### config.mk
export PLATFORM = sky130hd
export DESIGN_NAME = cmat_mul_seq
export DESIGN_NICKNAME = d
export VERILOG_FILES = /design/src/rtl/cmat_mul_seq.sv
export SDC_FILE = /design/constraint.sdc
export NUM_CORES = 1
export LEC_CHECK = 0
export CAP_MARGIN = 30
export CORE_MARGIN = 2
export CORE_UTILIZATION = 55
export CTS_CLUSTER_SIZE = 30
export DETAILED_ROUTE_END_ITERATION = 7
export DONT_BUFFER_PORTS = 1
export PLACE_DENSITY = 0.77
export SYNTH_ARGS = -nofsm -noshare
export SYNTH_HDL_FRONTEND = slang
export SYNTH_SLANG_ARGS = --single-unit
### constraint.sdc
create_clock -name clk -period 8.2 [get_ports clk]
set_input_delay 2.46 -clock clk [delete_from_list [all_inputs] [get_ports clk]]
set_output_delay 2.46 -clock clk [all_outputs]
set_load 0.01 [all_outputs]
### src/rtl/cmat_mul_seq.sv
// cmat_mul_seq: sequenced complex matrix product C = A x B for N x N matrices.
// A and B stream in row-major on a valid/ready port. One shared complex MAC
// walks i, j, k (k innermost) over N^3 cycles, and C streams out row-major.
// Optional build macro CMAT_MUL_SAT_EN: when defined, each 20-bit accumulator
// saturates to 16 bits on its write to C. When undefined, the low 16 bits are
// kept, so the value wraps.
module cmat_mul_seq #(
    parameter int N = 2
) (
    input  logic               clk,
    input  logic               rst_n,
    input  logic               in_valid,
    output logic               in_ready,
    input  logic signed [7:0]  in_real,
    input  logic signed [7:0]  in_imag,
    output logic               out_valid,
    input  logic               out_ready,
    output logic signed [15:0] out_real,
    output logic signed [15:0] out_imag,
    output logic               out_last,
    output logic               busy
);

    localparam int NN = N * N;
    localparam int IW = $clog2(N);
    localparam int EW = $clog2(NN);
    localparam logic [IW-1:0] IDX_LAST  = IW'(N - 1);
    localparam logic [EW-1:0] ELEM_LAST = EW'(NN - 1);

    typedef enum logic [1:0] {
        S_LOAD,
        S_MAC,
        S_OUT
    } state_t;

    state_t state, state_next;

    // Matrix storage keeps its contents through reset; every run reloads it.
    logic signed [7:0]  a_re [NN];
    logic signed [7:0]  a_im [NN];
    logic signed [7:0]  b_re [NN];
    logic signed [7:0]  b_im [NN];
    logic signed [15:0] c_re [NN];
    logic signed [15:0] c_im [NN];

    logic [EW-1:0] ld_idx;
    logic          ld_b;
    logic [IW-1:0] i_idx, j_idx, k_idx;
    logic [EW-1:0] out_idx;

    logic signed [19:0] acc_re, acc_im;
    logic signed [19:0] acc_re_next, acc_im_next;

    logic [EW-1:0] a_addr, b_addr, c_addr;
    logic signed [7:0]  ar, ai, br, bi;
    logic signed [15:0] pp_rr, pp_ii, pp_ri, pp_ir;
    logic signed [16:0] prod_re, prod_im;

    logic in_fire, out_fire, load_done, mac_done;

    // Narrow a 20-bit sum to the 16-bit C element.
    function automatic logic signed [15:0] narrow(input logic signed [19:0] v);
`ifdef CMAT_MUL_SAT_EN
        if (v > 20'sd32767) begin
            return 16'sh7fff;
        end else if (v < -20'sd32768) begin
            return 16'sh8000;
        end else begin
            return 16'(v);
        end
`else
        return 16'(v);
`endif
    endfunction

    assign in_fire   = in_valid && in_ready;
    assign out_fire  = out_valid && out_ready;
    assign load_done = in_fire && ld_b && (ld_idx == ELEM_LAST);
    assign mac_done  = (i_idx == IDX_LAST) && (j_idx == IDX_LAST) && (k_idx == IDX_LAST);

    // Next-state logic and the per-state handshake and status outputs.
    always_comb begin
        state_next = state;
        in_ready   = 1'b0;
        out_valid  = 1'b0;
        busy       = 1'b0;
        case (state)
            S_LOAD: begin
                in_ready = 1'b1;
                if (load_done) begin
                    state_next = S_MAC;
                end
            end
            S_MAC: begin
                busy = 1'b1;
                if (mac_done) begin
                    state_next = S_OUT;
                end
            end
            S_OUT: begin
                out_valid = 1'b1;
                busy      = 1'b1;
                if (out_fire && (out_idx == ELEM_LAST)) begin
                    state_next = S_LOAD;
                end
            end
            default: state_next = S_LOAD;
        endcase
    end

    // Output element mux. Outputs read zero outside OUT, so stale C never leaks out.
    always_comb begin
        out_real = '0;
        out_imag = '0;
        out_last = 1'b0;
        if (state == S_OUT) begin
            out_real = c_re[out_idx];
            out_imag = c_im[out_idx];
            out_last = (out_idx == ELEM_LAST);
        end
    end

    // State register. A reset in any state drops back to LOAD.
    always_ff @(posedge clk) begin
        if (!rst_n) begin
            state <= S_LOAD;
        end else begin
            state <= state_next;
        end
    end

    // Load, MAC and output counters. Each one wraps to zero at the end of its phase.
    always_ff @(posedge clk) begin
        if (!rst_n) begin
            ld_idx  <= '0;
            ld_b    <= 1'b0;
            i_idx   <= '0;
            j_idx   <= '0;
            k_idx   <= '0;
            out_idx <= '0;
        end else begin
            if (in_fire) begin
                if (ld_idx == ELEM_LAST) begin
                    ld_idx <= '0;
                    ld_b   <= ~ld_b;
                end else begin
                    ld_idx <= ld_idx + EW'(1);
                end
            end
            if (state == S_MAC) begin
                if (k_idx == IDX_LAST) begin
                    k_idx <= '0;
                    if (j_idx == IDX_LAST) begin
                        j_idx <= '0;
                        i_idx <= (i_idx == IDX_LAST) ? '0 : i_idx + IW'(1);
                    end else begin
                        j_idx <= j_idx + IW'(1);
                    end
                end else begin
                    k_idx <= k_idx + IW'(1);
                end
            end
            if (out_fire) begin
                out_idx <= (out_idx == ELEM_LAST) ? '0 : out_idx + EW'(1);
            end
        end
    end

    // Complex MAC datapath. Products are exact, and the running sum restarts at k = 0.
    always_comb begin
        a_addr = EW'(int'(i_idx) * N + int'(k_idx));
        b_addr = EW'(int'(k_idx) * N + int'(j_idx));
        c_addr = EW'(int'(i_idx) * N + int'(j_idx));
        ar = a_re[a_addr];
        ai = a_im[a_addr];
        br = b_re[b_addr];
        bi = b_im[b_addr];
        pp_rr = 16'(ar) * 16'(br);
        pp_ii = 16'(ai) * 16'(bi);
        pp_ri = 16'(ar) * 16'(bi);
        pp_ir = 16'(ai) * 16'(br);
        prod_re = 17'(pp_rr) - 17'(pp_ii);
        prod_im = 17'(pp_ri) + 17'(pp_ir);
        acc_re_next = ((k_idx == '0) ? 20'sd0 : acc_re) + 20'(prod_re);
        acc_im_next = ((k_idx == '0) ? 20'sd0 : acc_im) + 20'(prod_im);
    end

    // Operand capture, accumulator update and C write-back. None of this is reset.
    always_ff @(posedge clk) begin
        if (in_fire) begin
            if (!ld_b) begin
                a_re[ld_idx] <= in_real;
                a_im[ld_idx] <= in_imag;
            end else begin
                b_re[ld_idx] <= in_real;
                b_im[ld_idx] <= in_imag;
            end
        end
        if (state == S_MAC) begin
            acc_re <= acc_re_next;
            acc_im <= acc_im_next;
            if (k_idx == IDX_LAST) begin
                c_re[c_addr] <= narrow(acc_re_next);
                c_im[c_addr] <= narrow(acc_im_next);
            end
        end
    end

endmodule

==> flow_summary.toml, run 1 <==
[hold_path]
hold_path_class = "register to register"
holdCritStartpoint = "out_idx[1]"
holdPathStages = 2
worstHoldEndpoint = "out_idx[1]"

[worst_setup_path]
r2r_start = "k_idx"
rr_worst_depth = 20
path_class = "register to register"
critical_path_required_ns = 8.57
r2r_setup_slack_ns = 0.89
worstPathMaxFanout = 34
startpoint_type = "register"
end_kind = "register"
arrival_ns = 7.68
rr_endpoint = "c_re[0][14]"

[yosys]
yosysSeqAreaShare_pct = 38.7
synthCells = 1895
ys_warn_count = 0
syn_avg_cell_area_um2 = 12.1
synth_edf_count = 288
yosysTopAreaCellShare_pct = 37.7
synth_top_cells_by_count = "inv_1 (411), fa_1 (293), edfxtp_1 (288)"
synth_top_cell_by_area = "edfxtp_1"
ys_async_sr_fraction_pct = 0
synthesis.nets = 2351
ys_dominant_reg_cell = "edfxtp_1"
syn_area_um2 = 22900
ys_top_cells_by_area = "edfxtp_1 (38%), fa_1 (26%), ha_1 (7.8%)"
yosysMostFrequentCell = "inv_1"
synth_cell_type_count = 48
ys_ff_latch = 300

[die]
initial_core_util_pct = 55.9
core_um2 = 41000
die-area_um2 = 43400
dieWidth_um = 208
die_y_um = 208
std_cell_rows = 74
io_pins = 56

[final_layout]
antenna_cells = 0
area_growth_pct = 7.19
stdcell_area_um2 = 24600
n_fill_cell = 3103
num-nets-final = 2367
stdcell_count = 2465
layout-drive-gt1-share_pct = 9.11

[place]
numPlacedInstances = 2411
portBuffers = 0
postPlaceCellArea_um2 = 23700
pre_cts_ws_ns = 0.815
dp_hpwl_mm = 36.1
place_congestion = 0.929

[status]
outcome = "finished clean"

[global_route]
grt_max_degree = 38
grt_pass1_wl_mm = 79.8
grt_pass1_vias = 14900
gr-total-overflow = 0
grt.total_usage_pct = 23.9
antenna_found_initial = 0

[sta]
setup_viol = 0
timing.slew.headroom_pct = 27.0
fin_setup_tns_ns = 0
period_share_pct = 89.1
tightest_slew_ns = 1.09
fin_crit_ns = 7.31
clock_skew_ns = 0.0408
worst_slack_ns = 0.890
hold_violations = 0
rsz0062_at_grt = "no"
maxSlewViolCount = 0
fmax_ghz = 0.137

[routing]
via_count = 13600
avgViaCountPerCell = 5.51
wirelength_mm = 49.4
wl_per_cell_um = 20.1
drt_first_pass_iters = 5
drc = 0
ant_nets = 0
drt-initial-drc-count = 1022

[cts]
clock-sinks = 300
post_cts_buffers = 0
cts-root-buf = "clkbuf_16"
clock_latency_ns = 0.60
cts_resized = 0
clk_pin_slew_ns = 0.06
numCtsBuffers = 29
hold_buffers = 0
htreeDepth = 1
clockBufferDepth = 3
cts_tree = "done"

[pwr]
power_density_nw_per_um2 = 387
ir_drop_mv = 0.427
p_leak_nw = 10.3
intPower_w = 0.00570
switching_power_w = 0.00381
total_power_w = 0.00951
swShare_pct = 40.1
pwr-share-seq_pct = 31.6
combPwrFrac_pct = 54.8
pwr-share-clk_pct = 13.6

[job]
drv_cap = 0
[how the worst max path moves through the flow]
stage | cells past startpoint | to | from | slack, ns
global placement | 23 | acc_re[14] | k_idx | 0.97
CTS | 23 | c_re[0][14] | k_idx | 0.84
floorplan | 22 | acc_im[15] | i_idx | 1.74
detailed placement | 23 | c_re[1][14] | k_idx | 0.82
finish | 20 | c_re[0][14] | k_idx | 0.89
global route | 20 | c_re[1][14] | k_idx | 0.57
[power groups by stage]
stage	clock (W)	sequential (W)	combinational, W
global placement	0	0.00303	0.00495
finish	0.00129	0.00300	0.00521
CTS	0.00132	0.00300	0.00525
floorplan	0	0.00303	0.00406
global route	0.00137	0.00301	0.00597
detailed placement	0	0.00304	0.00519
[cell families after synthesis]
logic type,count (synthesis),synth area share (%)
compound gates,108,3.23
simple gates,429,8.13
mux,95,6.25
buf+inv,465,7.91
flops,300,38.7
fa+ha+maj,436,33.4
xor+xnor,62,2.37
[placed cells by master, fill, tap and decap left out, types with 10 or more instances in the layout]
cell and count:
nor2_1 173, dfxtp_1 10, mux2_2 28, inv_1 411
fa_1 293, ha_1 142, xnor2_1 53, clkbuf_16 29
mux4_2 35, o21ai_1 22, buf_4 36, nand2_1 145
edfxtp_1 288, a21oi_1 17, mux2i_1 30, and2_1 68
o21ai_0 14, o21a_1 24
[critical path: stages (launching register included)]
cell      delay [ns]
dfxtp_4         0.69
buf_12          0.26
mux2_2          0.36
o21ai_1         0.84
nor2_1          0.14
fa_1            0.54
inv_1           0.05
fa_1            0.46
fa_1            0.52
inv_1           0.06
fa_1            0.50
fa_1            0.51
inv_1           0.05
fa_1            0.47
inv_1           0.04
ha_1            0.33
or3_1           0.12
o21ai_0         0.10
a211oi_1        0.52
a221oi_1        0.21
xnor2_1         0.34
[stage by stage]
stage,hold slack [ns],utilization [%]
3_5_place_dp,0.512,57.7
2_1_floorplan,0.467,-
3_3_place_gp,0.490,57.7
6_report,0.513,59.9
4_1_cts,0.521,59.9
5_1_grt,0.551,59.9
[flip-flops by register name (all words and copies together), names as in the netlist, named ones only]
| signal | count |
|---|---|
| b_re | 32 |
| a_re | 32 |
| acc_re | 16 |
| c_im | 64 |
| ld_idx | 2 |
| b_im | 32 |
| c_re | 64 |
| out_idx | 2 |
| i_idx | 1 |
| state | 2 |
| k_idx | 1 |
| ld_b | 1 |
| acc_im | 16 |
| a_im | 32 |
| j_idx | 1 |
[final cells by class]
class	instances	area (um^2)	area share [%]
Clock buffer	33	741	3.01
Clock inverter	20	170	0.692
Inverter	412	1550	6.29
Multi-Input combinational cell	1130	12300	49.9
Sequential cell	300	8890	36.2
Tap cell	532	666	2.71
Timing Repair Buffer	38	305	1.24
[layer usage]
layer | vias up | GRT usage, % | routed length, um
li1 | 6044 | - | -
met5 | - | 0 | 0
met1 | 6881 | 31.0 | 19200
met4 | 0 | 8.93 | 2070
met2 | 522 | 40.5 | 24200
met3 | 135 | 4.32 | 3950
No activity file was read; power rests on OpenSTA's default activity.
==> run 2, diff against run 1 <==
--- a/config.mk
+++ b/config.mk
@@ -12,6 +12,7 @@
 export DETAILED_ROUTE_END_ITERATION = 7
 export DONT_BUFFER_PORTS = 1
 export PLACE_DENSITY = 0.77
+export SLEW_MARGIN = 20
 export SYNTH_ARGS = -nofsm -noshare
 export SYNTH_HDL_FRONTEND = slang
 export SYNTH_SLANG_ARGS = --single-unit
==> run 2 against run 1 <==
Compared with the run above:
- clock-buffer cell count increased by 2
- final area about the same
- highest routed layer unchanged
- global-route usage increased by 0.16 points
==> flow_summary.toml, run 2 (synthesis gave the netlist of run 1 again) <==
[status]
outcome = "finished clean"

[place]
place_congestion = 0.929
dp_hpwl_mm = 36.0
postPlaceCellArea_um2 = 23700
pre_cts_ws_ns = 0.793
portBuffers = 0

[routing]
avgViaCountPerCell = 5.54
wirelength_mm = 49.7
ant_nets = 0
drc = 0
drt-initial-drc-count = 1098
via_count = 13700
wl_per_cell_um = 20.1
drt_first_pass_iters = 6

[sta]
rsz0062_at_grt = "no"
worst_slack_ns = 1.04
fin_setup_tns_ns = 0
setup_viol = 0
maxSlewViolCount = 0
hold_violations = 0
clock_skew_ns = 0.0149
fmax_ghz = 0.140
timing.slew.headroom_pct = 43.8
tightest_slew_ns = 0.842
period_share_pct = 87.3
fin_crit_ns = 7.16

[global_route]
antenna_found_initial = 0
grt_pass1_wl_mm = 80.6
grt_pass1_vias = 15000
grt.total_usage_pct = 24.1
grt_max_degree = 38
gr-total-overflow = 0

[pwr]
total_power_w = 0.00952
ir_drop_mv = 0.417
p_leak_nw = 10.3
power_density_nw_per_um2 = 387

[cts]
clockBufferDepth = 3
post_cts_buffers = 0
clk_pin_slew_ns = 0.06
cts_resized = 0
clock-sinks = 300
numCtsBuffers = 29
clock_latency_ns = 0.58
cts_tree = "done"
hold_buffers = 0
cts-root-buf = "clkbuf_16"
htreeDepth = 1

[worst_setup_path]
rr_worst_depth = 20
slowest_stage = "dfxtp_4"
arrival_ns = 7.52
worstPathMaxFanout = 34
critical_path_required_ns = 8.57
end_kind = "register"
rr_endpoint = "c_re[1][14]"
path_class = "register to register"
max_stage_delay_ns = 0.69
startpoint_type = "register"
r2r_start = "k_idx"
r2r_setup_slack_ns = 1.04
cp_cell_sequence = "buf_4 -> mux2_2 -> o21ai_2 -> nor2_1 -> fa_1 -> inv_1 -> fa_1 -> fa_1 -> inv_1 -> fa_1 -> fa_1 -> inv_1 -> fa_1 -> inv_1 -> ha_1 -> or3_1 -> o21ai_0 -> a211oi_1 -> a221oi_1 -> xnor2_1"
cp_common_cell = "fa_1"

[hold_path]
holdCritStartpoint = "out_idx[1]"
worstHoldEndpoint = "out_idx[1]"
holdPathStages = 2
hold_path_class = "register to register"

[final_layout]
num-nets-final = 2369
layout-drive-gt1-share_pct = 8.99
area_growth_pct = 7.29
most-common-layout-cells = "inv_1 (411), fa_1 (293), edfxtp_1 (288), nor2_1 (173), nand2_1 (145)"
top_regs = "c_im: 64 flops, c_re: 64 flops"
antenna_cells = 0
final_common_cell = "inv_1"
stdcell_area_um2 = 24600

[die]
core_um2 = 41000
die_y_um = 208
io_pins = 56
initial_core_util_pct = 55.9
die-area_um2 = 43400
std_cell_rows = 74
dieWidth_um = 208

[job]
drv_cap = 0
[run 2: cell count changes in the layout (fill, tap and decap cells not counted), sizes merged]
cell	before	now
buf	38	40
clkbuf	33	35
clkinv	15	14
clkinvlp	1	2
bufinv	2	3
inv	414	412
[run 2: critical path: cells and delay by family, from the launching register on]
family	cells	cell delay [ns]
adder cells (fa/ha/maj)	7	3.35
AND/OR/NAND/NOR	2	0.28
flip-flops	1	0.69
buffers and inverters	5	0.52
XOR/XNOR	1	0.33
AO/OA/AOI/OAI	4	1.39
multiplexers	1	0.38
[run 2: layout make-up]
cell class / count / area [um^2]
repair buffers: 40 / 317
inverters: 412 / 1550
well taps: 532 / 666
clock inverters: 19 / 175
clock buffers: 35 / 748
fillers: 3109 / 16400
flip-flops and latches: 300 / 8890
multi-input cells: 1130 / 12300
[run 2: metrics by stage]
| step | std cells | utilization, % | hold slack [ns] |
|---|---|---|---|
| floorplan | 1895 | - | 0.467 |
| global placement | 2410 | 57.7 | 0.490 |
| detailed placement | 2411 | 57.7 | 0.511 |
| CTS | 2465 | 59.9 | 0.521 |
| global route | 2468 | 60.0 | 0.552 |
| finish | 2468 | 60.0 | 0.511 |
[run 2: per-layer routing]
metal  up-vias  routed length (um)  global-route usage, %
met4         0                2110                   9.30
li1       6039                   -                      -
met3       132                3960                   4.03
met1      6915               19100                   31.3
met2       582               24500                   40.9
met5         -                   0                      0
[run 2: where the power goes]
part           switching [W]  internal, W  leakage, nW
sequential        0.00000524      0.00300         2.70
clock               0.000573     0.000743        0.449
combinational        0.00322      0.00198         7.15
[run 2: worst max-delay path by stage]
stage | startpoint | endpoint | slack (ns) | depth (start not counted)
2_1_floorplan | i_idx | acc_im[15] | 1.74 | 22
3_3_place_gp | k_idx | acc_re[14] | 0.97 | 23
3_5_place_dp | k_idx | c_re[1][14] | 0.79 | 23
4_1_cts | k_idx | c_re[1][14] | 0.80 | 23
5_1_grt | k_idx | c_re[0][14] | 0.63 | 22
6_report | k_idx | c_re[1][14] | 1.04 | 20
==> run 3, diff against run 2 <==
--- a/config.mk
+++ b/config.mk
@@ -6,7 +6,7 @@
 export NUM_CORES = 1
 export LEC_CHECK = 0
 export CAP_MARGIN = 30
-export CORE_MARGIN = 2
+export CORE_ASPECT_RATIO = 2
 export CORE_UTILIZATION = 55
 export CTS_CLUSTER_SIZE = 30
 export DETAILED_ROUTE_END_ITERATION = 7
==> run 3 against run 2 <==
Compared with the run above:
- fmax decreased by 4.8%
- final cell count about the same
- largest power group unchanged
- utilization increased by 0.055 points
- largest cell class unchanged
- flip-flop and latch count unchanged
- sequential power about the same
- critical endpoint unchanged
==> flow_summary.toml, run 3 (synthesis gave the netlist of run 1 again) <==
[status]
outcome = "finished clean"

[global_route]
grt_use_met2_pct = 50.5
gr-max-usage-layer = "met2"
grt_pass1_vias = 15700
antenna_found_initial = 1
grt_max_degree = 39
use_met3_pct = 3.86
grt_pass1_wl_mm = 85.6
grt.total_usage_pct = 27.2
gr-total-overflow = 0
use_met1_pct = 27.3

[worst_setup_path]
startpoint_type = "register"
cp_cell_sequence = "buf_12 -> mux2_2 -> o21ai_0 -> buf_4 -> nor2_1 -> fa_1 -> fa_1 -> ha_1 -> inv_1 -> fa_1 -> fa_1 -> inv_1 -> fa_1 -> inv_1 -> ha_1 -> o21ai_0 -> a21boi_0 -> o21ai_1 -> a211oi_1 -> a221oi_1 -> xnor2_1"
crit_family = "adder cells"
slowest_stage = "dfxtp_4"
path_buf_inv = 5
critical_path_required_ns = 8.55
worstPathMaxFanout = 38
arrival_ns = 7.87
r2r_start = "k_idx"
cp-startpoint = "k_idx"
end_kind = "register"
max_stage_delay_ns = 0.73
cp_common_cell = "fa_1"
path_class = "register to register"

[cts]
clk_pin_slew_ns = 0.07
clock_latency_ns = 0.57
clockBufferDepth = 3
cts-root-buf = "clkbuf_16"
cts_tree = "done"
clock-sinks = 300
htreeDepth = 1
numCtsBuffers = 25
cts_resized = 0
post_cts_buffers = 0
hold_buffers = 0

[sta]
fin_setup_tns_ns = 0
period_share_pct = 91.7
fin_crit_ns = 7.52
tightest_slew_ns = 0.918
hold_violations = 0
setup_viol = 0
rsz0062_at_grt = "no"
fmax_ghz = 0.133
clock_skew_ns = 0.0139
maxSlewViolCount = 0
timing.slew.headroom_pct = 38.1

[pwr]
ir_drop_mv = 0.549
pwr-share-seq_pct = 30.6
power_density_nw_per_um2 = 397
pwr-share-clk_pct = 13.4
switching_power_w = 0.00407
swShare_pct = 41.5
intPower_w = 0.00574
combPwrFrac_pct = 55.9
p_leak_nw = 10.3

[die]
core_um2 = 41100
initial_core_util_pct = 55.8
dieWidth_um = 146
die-area_um2 = 42600
std_cell_rows = 105
die_y_um = 291
io_pins = 56

[place]
portBuffers = 0
dp_hpwl_mm = 42.8
numPlacedInstances = 2423
postPlaceCellArea_um2 = 23800
place_congestion = 1.02

[final_layout]
stdcell_count = 2469
multi_input_area_um2 = 12300
area_growth_pct = 7.66
layout-drive-gt1-share_pct = 9.36
stdcell_area_um2 = 24700
num-nets-final = 2371
most-common-layout-cells = "inv_1 (411), fa_1 (293), edfxtp_1 (288), nor2_1 (173), nand2_1 (145)"
final_common_cell = "inv_1"
fin_util_pct = 60.1
n_fill_cell = 3178
top_regs = "c_im: 64 flops, c_re: 64 flops"
antenna_cells = 0
register_area_um2 = 8890

[routing]
wirelength_mm = 54.7
avgViaCountPerCell = 5.62
via_count = 13900
ant_nets = 0
drt_first_pass_iters = 6
drt-initial-drc-count = 913
drc = 0
wl_per_cell_um = 22.1

[hold_path]
holdCritStartpoint = "ld_idx[1]"
hold_path_class = "register to register"

[job]
drv_cap = 0
[run 3: cell types whose count changed in the layout (fill, tap and decap cells not counted), moves of 3 or more]
cell and delta:
clkbuf_1 -5, clkinv_1 -4, clkbuf_16 -4, clkinv_2 -3, inv_6 +4, buf_4 +3
[run 3: final cells by class]
cell class              instances  share of cell area (%)
clock buffers                  26                    2.55
clock inverters                20                    1.12
flip-flops and latches        300                    36.0
inverters                     412                    6.26
well taps                     535                    2.71
multi-input cells            1130                    49.7
repair buffers                 46                    1.68
[run 3: metal layers]
layer,vias up,part of all wire (%)
met3,210,5.2
met4,0,8.5
met2,517,55
met5,-,0
li1,6062,-
met1,7095,32
[run 3: through the flow]
stage | hold slack [ns] | setup slack [ns] | power [W]
after detailed placement | 0.513 | 0.827 | 0.00849
after floorplan | 0.467 | 1.74 | 0.00709
after global routing | 0.550 | 0.316 | 0.0106
after CTS | 0.523 | 0.770 | 0.00984
after global placement | 0.476 | 0.858 | 0.00819
final | 0.519 | 0.682 | 0.00981
[run 3: tightest hold or removal path, stage by stage, from the launching register on]
cell	delay, ns
dfxtp_1	0.34
nand2_1	0.06
a21boi_0	0.07
[run 3: worst paths after layout]
check / to / slack (ns) / cells after the start
worst min register to register: ld_idx[1] / 0.52 / 2
worst max-delay path: c_re[1][14] / 0.68 / 21
worst min-delay path: ld_idx[1] / 0.52 / 2
worst max register to register: c_re[1][14] / 0.68 / 21
[run 3: power by group through the flow]
stage          Combinational, W  Sequential (W)  Clock, W
6_report                0.00549         0.00300   0.00132
5_1_grt                 0.00619         0.00301   0.00138
4_1_cts                 0.00550         0.00301   0.00133
3_5_place_dp            0.00545         0.00304         0
3_3_place_gp            0.00515         0.00304         0
2_1_floorplan           0.00406         0.00303         0
